**config.mk**
```make
export PLATFORM = sky130hd
export DESIGN_NAME = sprite_motion_flat
export DESIGN_NICKNAME = d
export VERILOG_FILES = /design/src/rtl/sprite_motion_pkg.sv /design/src/rtl/sprite_motion_if.sv /design/src/rtl/sprite_motion_key_dir_decode.sv /design/src/rtl/sprite_motion.sv /design/src/flat_wrapper.sv
export SDC_FILE = /design/constraint.sdc
export NUM_CORES = 1
export LEC_CHECK = 0
export ABC_AREA = 1
export BUFFER_PORTS_ARGS = -buffer_cell sky130_fd_sc_hd__buf_2
export CAP_MARGIN = 10
export CORE_MARGIN = 8
export CORE_UTILIZATION = 35
export DETAILED_ROUTE_END_ITERATION = 6
export GPL_ROUTABILITY_DRIVEN = 0
export SYNTH_ARGS = -nofsm -noshare
export SYNTH_HDL_FRONTEND = slang
export SYNTH_SLANG_ARGS = --single-unit
```
**constraint.sdc**
```tcl
create_clock -name frame_clk -period 4.93 [get_ports frame_clk]
set_clock_uncertainty 0.05 [all_clocks]
set_input_delay 0.2465 -clock frame_clk [delete_from_list [all_inputs] [get_ports frame_clk]]
set_output_delay 0.2465 -clock frame_clk [all_outputs]
set_load 0.01 [all_outputs]
```
**src/rtl/sprite_motion_pkg.sv**
```systemverilog
// Shared types and constants for the sprite motion engine.
package sprite_motion_pkg;

    typedef enum logic [1:0] {
        EDGE_BOUNCE = 2'd0,
        EDGE_WRAP   = 2'd1,
        EDGE_CLAMP  = 2'd2
    } edge_mode_e;

    typedef enum logic [1:0] {
        IDLE = 2'd0,
        MOVE = 2'd1,
        LOCK = 2'd2
    } motion_state_e;

    localparam logic [7:0] KEY_W = 8'h1A;
    localparam logic [7:0] KEY_S = 8'h16;
    localparam logic [7:0] KEY_A = 8'h04;
    localparam logic [7:0] KEY_D = 8'h07;

    // EdgeHit bit positions: {B,T,R,L}
    localparam int EDGE_L = 0;
    localparam int EDGE_R = 1;
    localparam int EDGE_T = 2;
    localparam int EDGE_B = 3;

endpackage

```
**src/rtl/sprite_motion_if.sv**
```systemverilog
// Key/pause inputs and position/velocity/status outputs of one sprite.
interface sprite_motion_if #(
    parameter int W    = 10,
    parameter int NKEY = 2
);
    logic                   Pause;
    logic [8*NKEY-1:0]      keycode;
    logic [W-1:0]           BallX;
    logic [W-1:0]           BallY;
    logic [W-1:0]           BallS;
    logic signed [W-1:0]    VelX;
    logic signed [W-1:0]    VelY;
    logic [3:0]             EdgeHit;
    logic                   Locked;

    modport master (
        output Pause, keycode,
        input  BallX, BallY, BallS, VelX, VelY, EdgeHit, Locked
    );

    modport slave (
        input  Pause, keycode,
        output BallX, BallY, BallS, VelX, VelY, EdgeHit, Locked
    );
endinterface

```
**src/rtl/sprite_motion_key_dir_decode.sv**
```systemverilog
// Scans all keycode slots for WASD and reduces them to a signed direction per axis.
module key_dir_decode
    import sprite_motion_pkg::*;
#(
    parameter int NKEY = 2
) (
    input  logic [8*NKEY-1:0] keycode,
    output logic signed [1:0] dx,
    output logic signed [1:0] dy
);
    logic up, down, left, right;

    always_comb begin
        up    = 1'b0;
        down  = 1'b0;
        left  = 1'b0;
        right = 1'b0;
        for (int i = 0; i < NKEY; i++) begin
            if (keycode[8*i +: 8] == KEY_W) up    = 1'b1;
            if (keycode[8*i +: 8] == KEY_S) down  = 1'b1;
            if (keycode[8*i +: 8] == KEY_A) left  = 1'b1;
            if (keycode[8*i +: 8] == KEY_D) right = 1'b1;
        end
        // Opposing keys cancel naturally through the subtraction.
        dx = $signed({1'b0, right}) - $signed({1'b0, left});
        dy = $signed({1'b0, down})  - $signed({1'b0, up});
    end
endmodule

```
**src/rtl/sprite_motion.sv**
```systemverilog
// Per-frame position/velocity engine for one sprite: key decode, hold-to-accelerate,
// edge handling (bounce/wrap/clamp) and post-impact key lockout.
module sprite_motion
    import sprite_motion_pkg::*;
#(
    parameter int         W            = 10,
    parameter int         NKEY         = 2,
    parameter int         X_MIN        = 0,
    parameter int         X_MAX        = 639,
    parameter int         Y_MIN        = 0,
    parameter int         Y_MAX        = 479,
    parameter int         X_START      = 320,
    parameter int         Y_START      = 240,
    parameter int         SIZE         = 4,
    parameter int         STEP_INIT    = 1,
    parameter int         STEP_MAX     = 4,
    parameter int         ACCEL_FRAMES = 8,
    parameter edge_mode_e EDGE_MODE    = EDGE_BOUNCE,
    parameter int         LOCK_FRAMES  = 4
) (
    input logic             frame_clk,
    input logic             Reset_n,
    sprite_motion_if.slave  bus
);
    localparam int PW    = W + 2;
    localparam int F_SAT = ACCEL_FRAMES * (STEP_MAX - STEP_INIT);
    localparam int FW    = $clog2(F_SAT + 2);
    localparam int LW    = $clog2(LOCK_FRAMES + 2);

    typedef struct packed {
        logic [W-1:0]        pos;
        logic signed [W-1:0] vel;
        logic                lo;
        logic                hi;
    } axis_t;

    motion_state_e       state, state_next;
    logic [W-1:0]        pos_x, pos_y;
    logic signed [W-1:0] vel_x, vel_y, vnx, vny, spd;
    logic signed [1:0]   dx, dy, req_dx, req_dy, prev_dx, prev_dy;
    logic                req_nz, locked;
    logic [FW-1:0]       f_cnt, f_now;
    logic [LW-1:0]       lock_cnt, lock_next;
    logic [3:0]          edge_hit, hit;
    axis_t               rx, ry;

    function automatic logic signed [W-1:0] sat_speed(input logic [FW-1:0] f);
        int s;
        s = STEP_INIT + int'(f) / ACCEL_FRAMES;
        if (s > STEP_MAX) s = STEP_MAX;
        return W'(s);
    endfunction

    function automatic logic signed [W-1:0] scale(input logic signed [1:0] d,
                                                  input logic signed [W-1:0] s);
        case (d)
            2'sb01:  return s;
            2'sb11:  return -s;
            default: return '0;
        endcase
    endfunction

    // Candidate position is widened so overshoot past either bound stays representable.
    function automatic axis_t resolve_axis(input logic [W-1:0] pos,
                                           input logic signed [W-1:0] vel,
                                           input int lo_b, input int hi_b);
        axis_t             res;
        logic signed [PW-1:0] cand, lo, hi, span, sz;
        cand = $signed({2'b00, pos}) + $signed({{2{vel[W-1]}}, vel});
        lo   = PW'(lo_b);
        hi   = PW'(hi_b);
        span = PW'(hi_b - lo_b + 1);
        sz   = PW'(SIZE);
        res.vel = vel;
        res.lo  = 1'b0;
        res.hi  = 1'b0;
        if (EDGE_MODE == EDGE_WRAP) begin
            if (cand > hi) begin
                cand   = cand - span;
                res.hi = 1'b1;
            end else if (cand < lo) begin
                cand   = cand + span;
                res.lo = 1'b1;
            end
        end else begin
            if (cand + sz > hi) begin
                cand    = hi - sz;
                res.hi  = 1'b1;
                res.vel = (EDGE_MODE == EDGE_CLAMP) ? '0 : -vel;
            end else if (cand - sz < lo) begin
                cand    = lo + sz;
                res.lo  = 1'b1;
                res.vel = (EDGE_MODE == EDGE_CLAMP) ? '0 : -vel;
            end
        end
        res.pos = W'(cand);
        return res;
    endfunction

    key_dir_decode #(.NKEY(NKEY)) u_decode (
        .keycode (bus.keycode),
        .dx      (dx),
        .dy      (dy)
    );

    always_comb begin
        req_dx = (state == LOCK) ? 2'sb00 : dx;
        req_dy = (state == LOCK) ? 2'sb00 : dy;
        req_nz = (req_dx != 2'sb00) || (req_dy != 2'sb00);

        if (!req_nz || req_dx != prev_dx || req_dy != prev_dy) f_now = '0;
        else if (f_cnt == FW'(F_SAT))                          f_now = f_cnt;
        else                                                   f_now = f_cnt + 1'b1;
        spd = sat_speed(f_now);

        state_next = state;
        lock_next  = lock_cnt;
        vnx        = vel_x;
        vny        = vel_y;
        case (state)
            IDLE: begin
                vnx = '0;
                vny = '0;
                if (req_nz) begin
                    state_next = MOVE;
                    vnx        = scale(req_dx, spd);
                    vny        = scale(req_dy, spd);
                end
            end
            MOVE: begin
                if (req_nz) begin
                    vnx = scale(req_dx, spd);
                    vny = scale(req_dy, spd);
                end
            end
            default: ;
        endcase

        rx  = resolve_axis(pos_x, vnx, X_MIN, X_MAX);
        ry  = resolve_axis(pos_y, vny, Y_MIN, Y_MAX);
        hit = '0;
        hit[EDGE_L] = rx.lo;
        hit[EDGE_R] = rx.hi;
        hit[EDGE_T] = ry.lo;
        hit[EDGE_B] = ry.hi;

        // An impact (re)starts the lockout, even if already locked.
        if (EDGE_MODE != EDGE_WRAP && hit != 4'b0000) begin
            state_next = LOCK;
            lock_next  = LW'(LOCK_FRAMES);
        end else if (state == LOCK) begin
            if (lock_cnt <= LW'(1)) begin
                state_next = (rx.vel == '0 && ry.vel == '0) ? IDLE : MOVE;
                lock_next  = '0;
            end else begin
                lock_next  = lock_cnt - 1'b1;
            end
        end
    end

    always_ff @(posedge frame_clk or negedge Reset_n) begin
        if (!Reset_n) begin
            state    <= IDLE;
            pos_x    <= W'(X_START);
            pos_y    <= W'(Y_START);
            vel_x    <= '0;
            vel_y    <= '0;
            edge_hit <= '0;
            locked   <= 1'b0;
            f_cnt    <= '0;
            prev_dx  <= 2'sb00;
            prev_dy  <= 2'sb00;
            lock_cnt <= '0;
        end else if (bus.Pause) begin
            edge_hit <= '0;
        end else begin
            state    <= state_next;
            pos_x    <= rx.pos;
            pos_y    <= ry.pos;
            vel_x    <= rx.vel;
            vel_y    <= ry.vel;
            edge_hit <= hit;
            locked   <= (state_next == LOCK);
            f_cnt    <= f_now;
            prev_dx  <= req_dx;
            prev_dy  <= req_dy;
            lock_cnt <= lock_next;
        end
    end

    assign bus.BallX   = pos_x;
    assign bus.BallY   = pos_y;
    assign bus.BallS   = W'(SIZE);
    assign bus.VelX    = vel_x;
    assign bus.VelY    = vel_y;
    assign bus.EdgeHit = edge_hit;
    assign bus.Locked  = locked;

endmodule

```
**src/flat_wrapper.sv**
```systemverilog
// flat-port wrapper written by rule: the top's interface ports become plain ports
module sprite_motion_flat import sprite_motion_pkg::*;
#(
    parameter int         W            = 10,
    parameter int         NKEY         = 2,
    parameter int         X_MIN        = 0,
    parameter int         X_MAX        = 639,
    parameter int         Y_MIN        = 0,
    parameter int         Y_MAX        = 479,
    parameter int         X_START      = 320,
    parameter int         Y_START      = 240,
    parameter int         SIZE         = 4,
    parameter int         STEP_INIT    = 1,
    parameter int         STEP_MAX     = 4,
    parameter int         ACCEL_FRAMES = 8,
    parameter edge_mode_e EDGE_MODE    = EDGE_BOUNCE,
    parameter int         LOCK_FRAMES  = 4
)
  (frame_clk, Reset_n, bus_Pause, bus_keycode, bus_BallX, bus_BallY, bus_BallS, bus_VelX, bus_VelY, bus_EdgeHit, bus_Locked);
  sprite_motion_if #(.W(W), .NKEY(NKEY)) bus_i ();
  input logic frame_clk;
  input logic Reset_n;
  input wire logic [$bits(bus_i.Pause)-1:0] bus_Pause;
  input wire logic [$bits(bus_i.keycode)-1:0] bus_keycode;
  output wire logic [$bits(bus_i.BallX)-1:0] bus_BallX;
  output wire logic [$bits(bus_i.BallY)-1:0] bus_BallY;
  output wire logic [$bits(bus_i.BallS)-1:0] bus_BallS;
  output wire logic [$bits(bus_i.VelX)-1:0] bus_VelX;
  output wire logic [$bits(bus_i.VelY)-1:0] bus_VelY;
  output wire logic [$bits(bus_i.EdgeHit)-1:0] bus_EdgeHit;
  output wire logic [$bits(bus_i.Locked)-1:0] bus_Locked;
  assign bus_i.Pause = bus_Pause;
  assign bus_i.keycode = bus_keycode;
  assign bus_BallX = bus_i.BallX;
  assign bus_BallY = bus_i.BallY;
  assign bus_BallS = bus_i.BallS;
  assign bus_VelX = bus_i.VelX;
  assign bus_VelY = bus_i.VelY;
  assign bus_EdgeHit = bus_i.EdgeHit;
  assign bus_Locked = bus_i.Locked;
  sprite_motion #(.W(W), .NKEY(NKEY), .X_MIN(X_MIN), .X_MAX(X_MAX), .Y_MIN(Y_MIN), .Y_MAX(Y_MAX), .X_START(X_START), .Y_START(Y_START), .SIZE(SIZE), .STEP_INIT(STEP_INIT), .STEP_MAX(STEP_MAX), .ACCEL_FRAMES(ACCEL_FRAMES), .EDGE_MODE(EDGE_MODE), .LOCK_FRAMES(LOCK_FRAMES)) u_core (.frame_clk(frame_clk), .Reset_n(Reset_n), .bus(bus_i));
endmodule
```
==> results of run 1 <==
## cell usage in the layout (no fill, tap or decap), types with 4 or more instances in the layout
cell type and instances:
xnor2_1 9, nor2_1 59, nand2_1 247, nand3b_1 10, ha_1 26, clkbuf_16 9
a21oi_2 4, buf_4 169, o21ai_1 10, nand3_4 8, buf_6 10, buf_2 62
inv_1 108, nor3_1 5, o211ai_1 4, nand4_1 26, o21ai_0 37, nand2_2 56
a31oi_1 11, conb_1 10, a21oi_1 21, nand2_4 12, nor2_4 9, nand3_2 27
inv_2 15, dfstp_2 6, dfrtp_1 53, o21ai_2 7, nor2_2 15, nand3_1 72
## through the flow
step / setup WS [ns] / area (µm²) / cells
global placement: -0.581 / 7600 / 1348
floorplan: 0.00250 / 6020 / 939
CTS: -0.0259 / 8050 / 1370
global route: -0.342 / 8720 / 1392
detailed placement: -0.656 / 7600 / 1348
finish: -0.0341 / 8720 / 1392
## cells by family after synthesis
| kind of cell | synth area share, % |
|---|---|
| XOR/XNOR | 1.78 |
| AND/OR/NAND/NOR | 43.4 |
| adder cells (fa/ha/maj) | 7.46 |
| buffers and inverters | 11.0 |
| other | 0.127 |
| flip-flops | 25.1 |
| AO/OA/AOI/OAI | 10.9 |
| multiplexers | 0.170 |
## final cells by class
cell class,instances,area [µm²]
well taps,220,275
fillers,1642,7810
clock inverters,6,90.1
flip-flops and latches,59,1480
multi-input cells,727,4430
repair buffers,242,1710
clock buffers,10,229
inverters,128,495
## repair_timing
action,CTS,global route
pin swaps,25,67
hold endpoints to repair,0,0
gates cloned,0,1
setup buffers,6,21
gates resized for setup,17,139
setup endpoints to repair,7,37
## layer usage
layer	wire, µm	track usage [%]	part of all wire, %
met3	964	4.14	4.7
met2	9370	29.2	46
met1	9500	23.8	47
met5	0	0	0
met4	526	7.08	2.6
## state kept, by name, indices dropped and copies added (netlist names), 2 cells and up
| name | flops |
|---|---|
| u_core.bus.EdgeHit | 4 |
| u_core.bus.BallX | 10 |
| u_core.prev_dx | 2 |
| u_core.bus.VelX | 10 |
| u_core.bus.BallY | 10 |
| u_core.prev_dy | 2 |
| u_core.f_cnt | 5 |
| u_core.state | 2 |
| u_core.lock_cnt | 3 |
| u_core.bus.VelY | 10 |
## final timing paths
kind | startpoint | to | slack [ns] | cells past startpoint
worst max-delay path | bus_keycode[7] | u_core.state[0] | -0.03 | 40
worst min-delay path | Reset_n | u_core.bus.VelY[6] | 0.03 | 2
worst max register to register | u_core.state[0] | u_core.state[0] | 0.19 | 36
worst min register to register | u_core.lock_cnt[0] | u_core.lock_cnt[0] | 0.46 | 1
max in group asynchronous | Reset_n | u_core.bus.VelX[2] | 4.27 | 2
min in group frame_clk | bus_Pause | u_core.bus.EdgeHit[3] | 0.42 | 3
==> reports/metrics.cfg, run 1 <==
[setup_path]
critPathArrivalTime_ns=5.16
slowest_delay_ns=0.40
critical_path_required_ns=5.13
worstSetupPathType=in2reg
critPathLaunchType=input port
path_common_cell=nand2_2
worst-path-buf-inv=8
endpoint_kind=register
cp_top_family=simple AND/OR/NAND/NOR gates
slowest_stage=fa_2
crit_fanout=6

[floorplan]
dieArea_um2=21300
rows=47
dieHeight_um=146
die_w_um=146
start_util_pct=35.7
ios=74
core_um2=16500

[synthesis]
ys.flop_type=dfrtp_1
synth-edff-count=0
yosysWarnings=0
synth_top_area_share_pct=22.5
postSynthAreaPerCell_um2=6.34
synth_top_area_cell=dfrtp_1
synth_area_leaders=dfrtp_1 (22%), nand2_1 (19%), nand3_1 (8.5%), inv_1 (7.6%), ha_1 (6.8%)
syn-cell-area_um2=5900
yosysMostFrequentCell=nand2_1
synth_common_cells=nand2_1 (294), inv_1 (119), nand3_1 (100), nor2_1 (76), dfrtp_1 (53)
synth_seq_area_share_pct=25.1
netlist_instances=931
synth-seq-cells=59
async_flop_share_pct=100
synthDistinctLibCells=50

[timing]
slew_viol_final=0
tns_ns=-0.0666
period_minus_slack_ns=4.96
hold_viol_final=0
hold-worst-slack_ns=0.0256
fin_ws_ns=-0.0341
period_share_pct=101
tightest_slew_ns=0.811
finalSetupViolCount=2
fmax_ghz=0.201
grt_setup_unrepaired=yes
relSlewSlack_pct=45.9

[route]
vias=6852
postRouteAntennaNets=0
avgViaCountPerCell=4.92
drt_pass1_iterations=5
routed_wl_um=20400
dr.first_iter.drc_count=351
drc_errors=0
wl_per_cell_um=14.6

[clock_tree]
cts_tree=built
clockRootBuffer=clkbuf_16
cts.sinks=59
clk_latency_ns=0.35
numCtsBuffers=9
clkTransAtPathRegs_ns=0.06
h-tree-depth=3
cts_hold_buf=0
cts_buffer_depth=2

[grt]
grt_pass1_wl_um=31800
grt_usage_pct=18.4
grt_antenna_before_repair=0
grt_pass1_vias=6328
overflow=0
grt_max_degree=60

[status]
outcome=finished, violations left
violations=negative setup slack

[hold_path]
hold_path.class=in2async

[layout]
layout.nets=1220
postLayoutCoreUtil_pct=52.8
drive_gt1_share_pct=38.5
area_growth_pct=47.8
diodes=0

[placement]
io_buffers=63
place_hpwl_um=15400

[flow_run]
maxCapViolCount=0

Power of run 1 is left out: the tool's default activity adds up to more than one toggle a clock period on the data nets, which glitch-free logic cannot reach.
==> run 2, diff against run 1 <==
ABC_AREA = not set   (was 1)
MAX_ROUTING_LAYER = met4   (was not set)
==> run 2 against run 1 <==
- the flow still finishes with violations (negative setup slack)
- die area down 11%
- worst setup slack worse by 0.94 ns
- highest routed layer unchanged
- cell area decreased by 5.8%
- synthesized cell count is 31% lower
==> reports/metrics.cfg, run 2 <==
[synthesis]
postSynthAreaPerCell_um2=8.07
syn-cell-area_um2=5180
synthDistinctLibCells=86
synth_fa_ha_area_share_pct=8.50
synth_common_cells=nand2_1 (78), o21ai_0 (64), dfrtp_1 (53), a21oi_1 (45), nor2_1 (45)
synth_top_area_share_pct=25.6
synth_seq_area_share_pct=28.7
async_flop_share_pct=100
synth_top_family_by_area=compound AO/OA/AOI/OAI gates
yosys.area_share.simple_pct=22.1
yosysMostFrequentCell=nand2_1
ys.flop_type=dfrtp_1
synth-edff-count=0
synthXorXnorAreaFrac_pct=7.42
yosysWarnings=0
netlist_instances=642
synth_area_leaders=dfrtp_1 (26%), ha_1 (7.7%), o21ai_0 (6.2%), nand2_1 (5.7%), xnor2_1 (5.1%)
synth_compound_area_share_pct=24.7
synth-seq-cells=59
synth.area.mux_share_pct=1.86
synth_top_area_cell=dfrtp_1

[timing]
slew_viol_final=0
period_minus_slack_ns=5.90
period_share_pct=120
grt_setup_unrepaired=yes
hold-worst-slack_ns=0.0367
finalSetupViolCount=47
relSlewSlack_pct=44.6
fin_ws_ns=-0.972
tns_ns=-28.72
tightest_slew_ns=0.831
fmax_ghz=0.169
hold_viol_final=0

[setup_path]
critPathArrivalTime_ns=6.12
critical_path_required_ns=5.14
slowest_delay_ns=0.38
endpoint_kind=register
slowest_stage=or3_4
worstSetupPathType=in2reg
path_common_cell=buf_4
critPathLaunchType=input port
r2r_cells=29
crit_fanout=4

[floorplan]
rows=44
core_um2=14500
start_util_pct=35.8
dieHeight_um=138
die_w_um=138
dieArea_um2=18900
ios=74

[clock_tree]
cts_tree=built
cts_hold_buf=0
cts.sinks=59
numCtsBuffers=9
cts_buffer_depth=2
clk_latency_ns=0.34
clockRootBuffer=clkbuf_16
h-tree-depth=3
clkTransAtPathRegs_ns=0.06

[route]
dr.first_iter.drc_count=356
drc_errors=0
drt_pass1_iterations=6
vias=5687
routed_wl_um=17700
avgViaCountPerCell=5.30
wl_per_cell_um=16.5
postRouteAntennaNets=0

[layout]
area_growth_pct=58.7
fillers=1265
final_cell_area_um2=8220
seq_area_um2=1480
layout.nets=937
final_cell_mix=buf_4 (166), nand2_1 (71), buf_2 (62)
multi_input_area_um2=4160
diodes=0
drive_gt1_share_pct=47.4
layout_commonest_cell=buf_4

[status]
violations=negative setup slack
outcome=finished, violations left

[grt]
grt_usage_pct=19.0
overflow=0
grt_max_degree=64
grt_pass1_wl_um=28200
grt_antenna_before_repair=0
grt_pass1_vias=5832

[hold_path]
hold_path.class=in2async

[placement]
placedInstanceArea_um2=6820
place_hpwl_um=12700
io_buffers=63

[flow_run]
maxCapViolCount=0

-- run 2: worst paths after layout --
kind | from | end | slack (ns)
max reg2reg | u_core.prev_dy[1] | u_core.state[0] | -0.06
max in group asynchronous | Reset_n | u_core.bus.EdgeHit[1] | 4.25
min | Reset_n | u_core.bus.BallY[9] | 0.04
min in group frame_clk | bus_Pause | u_core.bus.VelX[1] | 0.25
max | bus_keycode[13] | u_core.state[0] | -0.97
min reg2reg | u_core.bus.BallY[7] | u_core.bus.BallY[7] | 0.44
-- run 2: timing repair --
item	4_1_cts	5_1_grt
buffers inserted	39	18
pin swaps	55	50
gates resized for setup	130	64
setup endpoints to repair	48	48
-- run 2: cell families (layout without fill, tap and decap cells) --
group	Yosys count	after routing
AND/OR/NAND/NOR	227	227
AO/OA/AOI/OAI	196	196
multiplexers	9	9
buffers and inverters	72	311
adder cells (fa/ha/maj)	34	34
flip-flops	59	59
other	2	10
XOR/XNOR	43	43
-- run 2: critical path, delay by kind of cell --
kind,cells,cell delay [ns]
buffers and inverters,16,1.95
XOR/XNOR,2,0.35
AO/OA/AOI/OAI,6,1.04
adder cells (fa/ha/maj),3,0.77
AND/OR/NAND/NOR,8,1.76
-- run 2: area by class of cell --
class / instances / share of cell area (%)
multi-input cells: 519 / 50.6
repair buffers: 258 / 23.3
inverters: 37 / 1.69
clock buffers: 15 / 3.50
flip-flops and latches: 59 / 18.1
well taps: 184 / 2.80
clock inverters: 1 / 0.0609
-- run 2: per-stage QoR --
| stage | worst slack [ns] | util (%) | std cells |
|---|---|---|---|
| after CTS | -0.875 | 54.1 | 1061 |
| after detailed placement | -1.39 | 47.1 | 1015 |
| after global routing | -1.16 | 56.7 | 1073 |
| after floorplan | -1.16 | - | 650 |
| final | -0.972 | 56.7 | 1073 |
| after global placement | -1.23 | 47.1 | 1015 |
-- run 2: metal layers --
layer / wire (µm) / GRT usage (%) / vias up / share of wire [%]
met5: 0 / - / - / 0
met4: 361 / 6.58 / 0 / 2.0
met3: 738 / 3.76 / 29 / 4.2
met2: 8780 / 30.9 / 113 / 50
met1: 7800 / 23.1 / 2753 / 44
li1: - / - / 2792 / -
Power of run 2 is left out for the same reason.
==> run 3, diff against run 2 <==
CTS_CLUSTER_DIAMETER = 120   (was not set)
clock period = 7.6 ns   (was 4.93 ns; I/O delays follow)
==> run 3 against run 2 <==
- hold slack gained 0.11 ns
- cell area shrank 27%
- count of clock-buffer cells in the layout shrank 2
- non-clock buffer count shrank 182
- cell count shrank 17%
- the run now ends clean
- via count shrank 14%
- register-to-register slack gained 1.8 ns
- flip-flop and latch count is the same
==> reports/metrics.cfg, run 3 (synthesized netlist as in run 2, its figures left out) <==
[status]
outcome=complete, no violations

[floorplan]
core_um2=14500
start_util_pct=35.8
ios=74
rows=44
dieHeight_um=138
dieArea_um2=18900
die_w_um=138

[hold_path]
hold_path.class=in2async

[clock_tree]
clk_latency_ns=0.34
h-tree-depth=3
cts_buffer_depth=2
clkTransAtPathRegs_ns=0.05
cts_hold_buf=0
cts_tree=built
cts.sinks=59
numCtsBuffers=9
clockRootBuffer=clkbuf_16

[setup_path]
critical_path_required_ns=7.81
r2r_cells=20
r2r-start=u_core.state[1]
crit_path_end=u_core.state[0]
cp_top_family=simple AND/OR/NAND/NOR gates
crit_start=bus_keycode[5]
r2r-end=u_core.state[0]
slowest_delay_ns=0.63
slowest_stage=or4b_2
worstSetupPathType=in2reg
crit_fanout=8
worst-path-buf-inv=2
r2r_setup_slack_ns=1.72
cp_num_cells=25
critPathArrivalTime_ns=7.30
endpoint_kind=register
critPathLaunchType=input port

[layout]
diodes=0
layout_commonest_cell=nand2_1
drive_gt1_share_pct=18.8
layout.nets=755
fillers=1463
area_growth_pct=15.4
final_cell_mix=nand2_1 (78), o21ai_0 (63), buf_2 (63)

[placement]
io_buffers=63
place_hpwl_um=11000

[timing]
tightest_slew_ns=0.932
tns_ns=0
period_minus_slack_ns=7.09
finalSetupViolCount=0
grt_setup_unrepaired=no
hold_viol_final=0
period_share_pct=93.3
fmax_ghz=0.141
slew_viol_final=0
relSlewSlack_pct=37.8

[route]
avgViaCountPerCell=5.49
dr.first_iter.drc_count=467
drt_pass1_iterations=6
routed_wl_um=14200
drc_errors=0
wl_per_cell_um=15.9
postRouteAntennaNets=0
vias=4895

[flow_run]
maxCapViolCount=0

[grt]
grt_pass1_vias=4737
grt_usage_pct=15.9
grt_pass1_wl_um=23500
grt_max_degree=105
overflow=0
grt_antenna_before_repair=0

[run 3: repair_timing]
action / in CTS / in global routing
endpoints found under the setup margin: 0 / 14
resized for setup: 0 / 2
setup buffers: 0 / 0
[run 3: cell type report]
| class | count | area (µm²) | share of cell area (%) |
|---|---|---|---|
| clock buffer | 13 | 280 | 4.69 |
| clock inverter | 3 | 43.8 | 0.733 |
| inverter | 37 | 139 | 2.32 |
| sequential | 59 | 1480 | 24.8 |
| multi-input combinational | 519 | 3390 | 56.7 |
| tap | 184 | 230 | 3.85 |
| timing repair buffer | 76 | 413 | 6.91 |
[run 3: worst min path at each step]
| stage | start | to | slack [ns] | cells past startpoint |
|---|---|---|---|---|
| 2_1_floorplan | Reset_n | u_core.bus.BallX[0] | 0.03 | 0 |
| 3_5_place_dp | u_core.prev_dx[0] | u_core.prev_dx[0] | 0.44 | 2 |
| 3_3_place_gp | u_core.prev_dy[0] | u_core.prev_dy[0] | 0.43 | 2 |
| 4_1_cts | Reset_n | u_core.bus.EdgeHit[0] | 0.20 | 2 |
| 5_1_grt | Reset_n | u_core.bus.EdgeHit[0] | 0.23 | 2 |
| 6_report | Reset_n | u_core.bus.BallX[4] | 0.15 | 2 |
[run 3: routing by layer]
metal | track usage (%) | vias to the layer above | wire (µm)
met5 | - | - | 0
met1 | 19.5 | 2322 | 6420
met4 | 7.06 | 0 | 305
met2 | 25.4 | 135 | 6780
li1 | - | 2414 | -
met3 | 2.44 | 24 | 697
[run 3: metrics by stage]
stage | area, µm² | util (%) | hold slack [ns] | worst slack (ns) | std cells
after floorplan | 5210 | - | 0.0344 | 0.803 | 650
after global placement | 5650 | 39.0 | 0.433 | 0.315 | 875
after detailed placement | 5650 | 39.0 | 0.443 | 0.0677 | 875
after CTS | 5970 | 41.2 | 0.203 | 0.398 | 891
after global routing | 5980 | 41.3 | 0.228 | 0.00590 | 891
final | 5980 | 41.3 | 0.151 | 0.508 | 891
Power of run 3 is left out for the same reason.
